===== src/rtl/mul_seq_pkg.sv =====
// Shared types and tables for the sequential 8x8 multiplier: FSM states,
// per-step nibble selection for both issue orders, and partial-product shifts.
package mul_seq_pkg;

    typedef enum logic [1:0] {
        IDLE = 2'd0,
        CALC = 2'd1,
        DONE = 2'd2
    } state_t;

    // Which nibble of each operand feeds the 4x4 core in a given step.
    typedef struct packed {
        logic a_hi;
        logic b_hi;
    } nib_sel_t;

    localparam nib_sel_t SEL_LL = 2'b00;
    localparam nib_sel_t SEL_LH = 2'b01;
    localparam nib_sel_t SEL_HL = 2'b10;
    localparam nib_sel_t SEL_HH = 2'b11;

    // Indexed by step counter; entry [0] is issued first.
    localparam nib_sel_t [3:0] SEL_TABLE_ORD0 = {SEL_HH, SEL_HL, SEL_LH, SEL_LL};
    localparam nib_sel_t [3:0] SEL_TABLE_ORD1 = {SEL_LL, SEL_LH, SEL_HL, SEL_HH};

    localparam logic [3:0] SHIFT_LL = 4'd0;
    localparam logic [3:0] SHIFT_LH = 4'd4;
    localparam logic [3:0] SHIFT_HL = 4'd4;
    localparam logic [3:0] SHIFT_HH = 4'd8;

    function automatic nib_sel_t nib_sel(input logic order, input logic [1:0] step);
        return order ? SEL_TABLE_ORD1[step] : SEL_TABLE_ORD0[step];
    endfunction

    function automatic logic [3:0] shift_of(input nib_sel_t sel);
        logic [3:0] sh;
        case (sel)
            SEL_LL:  sh = SHIFT_LL;
            SEL_LH:  sh = SHIFT_LH;
            SEL_HL:  sh = SHIFT_HL;
            default: sh = SHIFT_HH;
        endcase
        return sh;
    endfunction

endpackage


===== src/rtl/seq_mul8u_ctrl_rm4um.sv =====
// Purpose: combinational 4x4 unsigned multiplier core.
// Latency: 0 cycles (pure combinational).
// Backpressure: none; output follows inputs.
module RM4uM (
    input  logic [3:0] a,
    input  logic [3:0] b,
    output logic [7:0] p
);

    assign p = {4'b0000, a} * {4'b0000, b};

endmodule


===== src/rtl/seq_mul8u_ctrl.sv =====
// Purpose: 8x8 unsigned multiply by reusing one 4x4 core over four CALC cycles.
// Latency: out_valid 4 rising edges after accept; next accept no sooner than 6 cycles later.
// Backpressure: DONE holds out/out_valid until out_ready; in_ready only in IDLE.
module seq_mul8u_ctrl
    import mul_seq_pkg::*;
#(
    parameter int ORDER = 0
) (
    input  logic        clk,
    input  logic        rst_n,
    input  logic        in_valid,
    output logic        in_ready,
    input  logic [7:0]  a,
    input  logic [7:0]  b,
    output logic        out_valid,
    input  logic        out_ready,
    output logic [15:0] out,
    output logic        busy
);

    state_t      state, next_state;
    logic [1:0]  step;
    logic [7:0]  a_q, b_q;
    logic [15:0] acc;

    nib_sel_t    sel;
    logic [3:0]  nib_a, nib_b;
    logic [7:0]  core_p;
    logic [15:0] term;
    logic        accept;

    assign sel   = nib_sel(ORDER != 0, step);
    assign nib_a = sel.a_hi ? a_q[7:4] : a_q[3:0];
    assign nib_b = sel.b_hi ? b_q[7:4] : b_q[3:0];

    RM4uM u_core (
        .a (nib_a),
        .b (nib_b),
        .p (core_p)
    );

    assign term = {8'h00, core_p} << shift_of(sel);

    always_comb begin
        next_state = state;
        in_ready   = 1'b0;
        out_valid  = 1'b0;
        busy       = 1'b1;
        out        = 16'h0000;
        accept     = 1'b0;
        case (state)
            IDLE: begin
                in_ready = 1'b1;
                busy     = 1'b0;
                accept   = in_valid;
                if (in_valid) next_state = CALC;
            end
            CALC: begin
                if (step == 2'd3) next_state = DONE;
            end
            DONE: begin
                out_valid = 1'b1;
                out       = acc;
                if (out_ready) next_state = IDLE;
            end
            default: next_state = IDLE;
        endcase
    end

    always_ff @(posedge clk or negedge rst_n) begin
        if (!rst_n) begin
            state <= IDLE;
            step  <= 2'd0;
            a_q   <= 8'h00;
            b_q   <= 8'h00;
            acc   <= 16'h0000;
        end else begin
            state <= next_state;
            if (accept) begin
                a_q  <= a;
                b_q  <= b;
                acc  <= 16'h0000;
                step <= 2'd0;
            end else if (state == CALC) begin
                // Sum never exceeds 0xFE01, so the 16-bit add cannot overflow.
                acc  <= acc + term;
                step <= step + 2'd1;
            end
        end
    end

endmodule


===== config.mk =====
export PLATFORM = sky130hd
export DESIGN_NAME = seq_mul8u_ctrl
export DESIGN_NICKNAME = d
export VERILOG_FILES = /design/src/rtl/mul_seq_pkg.sv /design/src/rtl/seq_mul8u_ctrl_rm4um.sv /design/src/rtl/seq_mul8u_ctrl.sv
export SDC_FILE = /design/constraint.sdc
export NUM_CORES = 1
export LEC_CHECK = 0
export ABC_AREA = 1
export ABC_CLOCK_PERIOD_IN_PS = 5500
export CAP_MARGIN = 5
export CORE_UTILIZATION = 45
export DETAILED_ROUTE_END_ITERATION = 12
export GPL_TIMING_DRIVEN = 0
export PLACE_DENSITY = 0.67
export REMOVE_ABC_BUFFERS = 1
export SLEW_MARGIN = 20
export SYNTH_ARGS = -nofsm -noshare
export SYNTH_HDL_FRONTEND = slang
export SYNTH_SLANG_ARGS = --single-unit

===== constraint.sdc =====
create_clock -name clk -period 5.5 [get_ports clk]
set_input_delay 0.825 -clock clk [delete_from_list [all_inputs] [get_ports clk]]
set_output_delay 0.825 -clock clk [all_outputs]
set_load 0.02 [all_outputs]

# == Yosys cells after proc, flatten, opt, wreduce, memory -nomap -nowiden ==
# Index checks and enable logic that the tools add are counted.
# totals
reg_bits,36
inputBits,20
# op_classes
n_eq_ne,8
multipliers,1
reduce_logical,5
shift,1
addsub,2
muxes,18
magnitude_cmp,1
# ops
operator,count
two-way mux 16 bit,3
adder 16 bit,1
left shift 8 x 4 -> 16 bit,1
two-way mux 2 bit,6
multiplier 4 x 4 -> 8 bit,1
two-way mux 4 bit,2
case mux 4 bit (2 select lines),1
"equality test 2 bit, second input constant",3
"inequality test 2 bit, second input constant",3
case mux 2 bit (3 select lines),1
binary-select mux 2 bit (select 2 bit),1
"equality test 2 x 1 -> 1 bit, second input constant",2
zero test 2 bit,2
two-way mux 1 bit,4
"< comparator 2 x 3 -> 1 bit, second input constant",1
AND reduction 3 bit,1
"adder 2 x 1 -> 2 bit, second input constant",1
nonzero test 2 bit,1
OR reduction 2 bit,1

# == Logic depth before layout (Yosys ltp) ==
# depth
word_depth,9
ltp_mapped,26
ltp_nobuf,26

# == Hierarchy ==
# Synthesis repeated with hierarchy kept, for this count alone.
# hier_totals
hier_cells,498
area_unflattened_um2,3249.4
# modules_own_cells
mod,cells_per_inst,n_inst,seq_area_each_um2,area_per_inst_um2
seq_mul8u_ctrl,428,1,900.9,2786.4
RM4uM,70,1,0.0,462.9

# == Least setup slack after synthesis ==
# No wires, ideal clock.
# synth_timing
path_type,register to register
from,register step[0]
to,register acc[11]
synth_period_minus_slack_ns,4.376
path_slack_ns,1.124
arrival_time_ns,4.251
setup_ns,0.126
stages_incl_launch_ff,23
cell_sequence,dfrtp_1 -> buf_2 -> nand2_1 -> o21ai_0 -> or2_2 -> fa_1 -> inv_1 -> fa_1 -> inv_1 -> fa_1 -> o21ai_0 -> xnor2_1 -> nand2_1 -> o21ai_0 -> nor2_1 -> ha_1 -> nand2_1 -> inv_1 -> a21oi_1 -> nand2_1 -> a21o_1 -> nor2_1 -> o22ai_1
# synth_between
elab_chain_len,9
elab_cells_between_ends,14
# synth_lines
item,line_no,text
start: declaration,seq_mul8u_ctrl.sv:22,logic [1:0] step;
start signal: assignment,seq_mul8u_ctrl.sv:87,step <= step + 2'd1;
binary-select mux 2 bit (select 2 bit) *,mul_seq_pkg.sv:32,return order ? SEL_TABLE_ORD1[step] : SEL_TABLE_ORD0[step];
two-way mux 2 bit (not written as such) *,mul_seq_pkg.sv:32,
branches (longest 3 deep; another with multiplier 4 x 4 -> 8 bit),--,
left shift 8 x 4 -> 16 bit *,seq_mul8u_ctrl.sv:42,"assign term = {8'h00, core_p} << shift_of(sel);"
adder 16 bit *,seq_mul8u_ctrl.sv:86,acc <= acc + term;
two-way mux 16 bit *,seq_mul8u_ctrl.sv:84,end else if (state == CALC) begin
two-way mux 16 bit *,seq_mul8u_ctrl.sv:79,if (accept) begin
end signal: assignment,seq_mul8u_ctrl.sv:86,
end: declaration,seq_mul8u_ctrl.sv:24,logic [15:0] acc;
# Every way passes the cells marked *. The select of a mux whose other input is x is not followed.
# A chain may end at the register's enable or synchronous reset.

# == Worst setup path in the final report ==
# layout_timing
from,register step[0]
to,register acc[15]
# Same word-level chain as after synthesis.

==> flow_summary.toml <==
[worst_setup_path]
cp.required_ns = 5.69
start_kind = "flip-flop"
rrSetupSlack_ns = 0.56
startpoint = "step[0]"
reg2regPathDepth = 22
reg2reg_from = "step[0]"
r2r-end = "acc[15]"
worst-setup-path-type = "flip-flop to flip-flop"
crit_arrival_ns = 5.13
worst_setup_path_end_kind = "flip-flop"
cp_max_fo = 11
crit_end = "acc[15]"

[placement]
gp_congestion = 0.878
dpl_worst_slack_ns = 0.583
place_area_um2 = 3390
port_buffers = 38
dpl.hpwl_um = 5300

[clock_tree]
cts_resized = 0
insertion_delay_ns = 0.30
clk_pin_slew_ns = 0.09
cts_root_buf = "clkbuf_8"
cts.htree.levels = 2
cts_tree = "built"
numCtsBuffers = 5
clock-sinks = 36
cts_buffer_depth = 2
hold_buffers = 0
post_cts_buffers = 0

[synth]
yosysTopAreaCellShare = 0.308
synthDistinctLibCells = 34
ys_seq_area_frac = 0.308
yosysTopAreaCell = "dfrtp_1"
ys_ff_latch = 36
avgSynthCellArea_um2 = 7.29
synthCells = 402
yosys_warnings = 0
syn_area_um2 = 2930
synth.area.top_cells = "dfrtp_1, nand2_1, ha_1"

[timing]
finalMaxSlewViolations = 0
tightest_slew_ns = 0.502
finalClockSkew_ns = 0.0135
finalSetupTns_ns = 0
finalSetupViolations = 0
clock.fmax_mhz = 202
fin_crit_ns = 4.94
max_slew_margin = 0.662
finalCritPeriodShare = 0.899
rsz0062_at_grt = "no"
finalHoldViolCount = 0
setup_slack_ns = 0.558

[finish]
diodes = 0
final_area_um2 = 3470
drive_above_1_share = 0.0659
syn2layout_area_growth_pct = 18.6
nets = 493

[global_routing]
gr-total-overflow = 0
grt_pass1_wl_um = 11400
antenna_found_initial = 0
grt_max_degree = 22
grt_pass1_vias = 2524
grt_use_total = 0.220

[floorplanning]
num_rows = 29
die_w_um = 82.7
ios = 39
coreArea_um2 = 6310
die_h_um = 82.7
die_area_um2 = 6840
start_util = 0.464

[route]
post-route-drc-count = 0
vias = 2656
wl_per_cell_um = 12.8
dr.pass1.iters = 4
ant_nets = 0
viasPerCell = 5.14
finalWirelength_um = 6640
drtIter0Drc = 129

[job]
drv_cap = 0

[status]
status = "completed"

[worst_hold_path]
min_path_type = "primary input to asynchronous set/reset pin"
==> flip-flops by register name, summed over array words and instances, names as in the netlist <==
signal  cells
a_q         8
acc        16
state       2
step        2
b_q         8
==> layer usage <==
layer | part of all wire | track usage | vias up
met5 | 0 | 0 | -
met4 | 0.011 | 0.0638 | 0
met3 | 0.030 | 0.0352 | 12
met2 | 0.50 | 0.401 | 53
met1 | 0.46 | 0.265 | 1208
li1 | - | - | 1383
==> critical path, cell delays in order, from the launching register on <==
cell and delay (ns):
dfrtp_1 0.50, nand2_1 0.11, o21ai_0 0.19, or2_2 0.38
fa_1 0.55, inv_1 0.06, fa_1 0.57, inv_1 0.07
fa_1 0.45, o21ai_0 0.24, xnor2_1 0.19, nand2_1 0.07
o21ai_0 0.14, nor2_1 0.08, ha_1 0.35, nand2_1 0.12
inv_1 0.06, a21oi_1 0.13, nand2_1 0.15, a21oi_1 0.21
nand3_1 0.10, nand3_1 0.07, nand2_1 0.05
==> worst min path at each step <==
stage | end | depth (start not counted)
after floorplan | b_q[1] | 2
after global placement | b_q[3] | 2
after detailed placement | b_q[3] | 2
after CTS | acc[3] | 1
after global routing | acc[3] | 1
final | acc[3] | 1
==> kinds of logic after synthesis <==
| logic type | share of synthesized area |
|---|---|
| AOI/OAI and AO/OA | 0.150 |
| xor gates and xnor gates | 0.0120 |
| adders and majority gates | 0.158 |
| buffers and inverters | 0.0769 |
| DFF | 0.308 |
| muxes | 0.0205 |
| and+or+nand+nor | 0.275 |
==> cells in the mapped netlist <==
cell	count
a21o_1	3
a21oi_1	22
a21oi_2	1
a31oi_1	1
buf_2	6
clkbuf_1	3
clkinv_1	2
dfrtp_1	36
fa_1	5
ha_1	29
inv_1	43
inv_2	4
mux2i_1	6
nand2_1	104
nand2_4	2
nand2b_1	1
nand3_1	14
nand3_2	2
nand4_1	5
nor2_1	52
nor2_2	1
nor2_4	1
nor3_1	3
nor4_2	1
o21ai_0	25
o21ai_1	5
o21ai_2	1
o21bai_1	5
o21bai_4	2
o22ai_1	8
o31ai_1	1
or2_2	4
xnor2_1	2
xor2_1	2
==> per-stage QoR <==
| stage | hold slack [ns] | cells | util |
|---|---|---|---|
| floorplan | 0.444 | 393 | - |
| detailed placement | 0.462 | 509 | 0.536 |
| finish | 0.444 | 517 | 0.550 |
| global route | 0.480 | 517 | 0.550 |
| CTS | 0.458 | 517 | 0.550 |
| global placement | 0.458 | 508 | 0.533 |
==> layout by cell type (no fill, tap or decap), types with 3 or more instances in the layout <==
cell type and instances:
inv_2 4, clkdlybuf4s50_1 37, o22ai_1 8, nand4_1 5, mux2i_1 6, o21ai_0 25, dfrtp_1 36, fa_1 5
nor3_1 3, nand2_1 104, o21ai_1 5, or2_2 4, a21o_1 3, ha_1 29, nand3_1 14, clkbuf_8 5
nor2_1 52, a21oi_1 22, o21bai_1 5, inv_1 43
==> final cells by class <==
type                    count  area, um2
fillers                   624       2840
clock buffers               5       68.8
flip-flops and latches     36        901
multi-input cells         308       1800
repair buffers             39        403
clock inverters             3       18.8
well taps                  77       96.3
inverters                  49        184
Power is not shown: default switching activity piles up to over one toggle a cycle in this logic, so the estimate is an artifact.
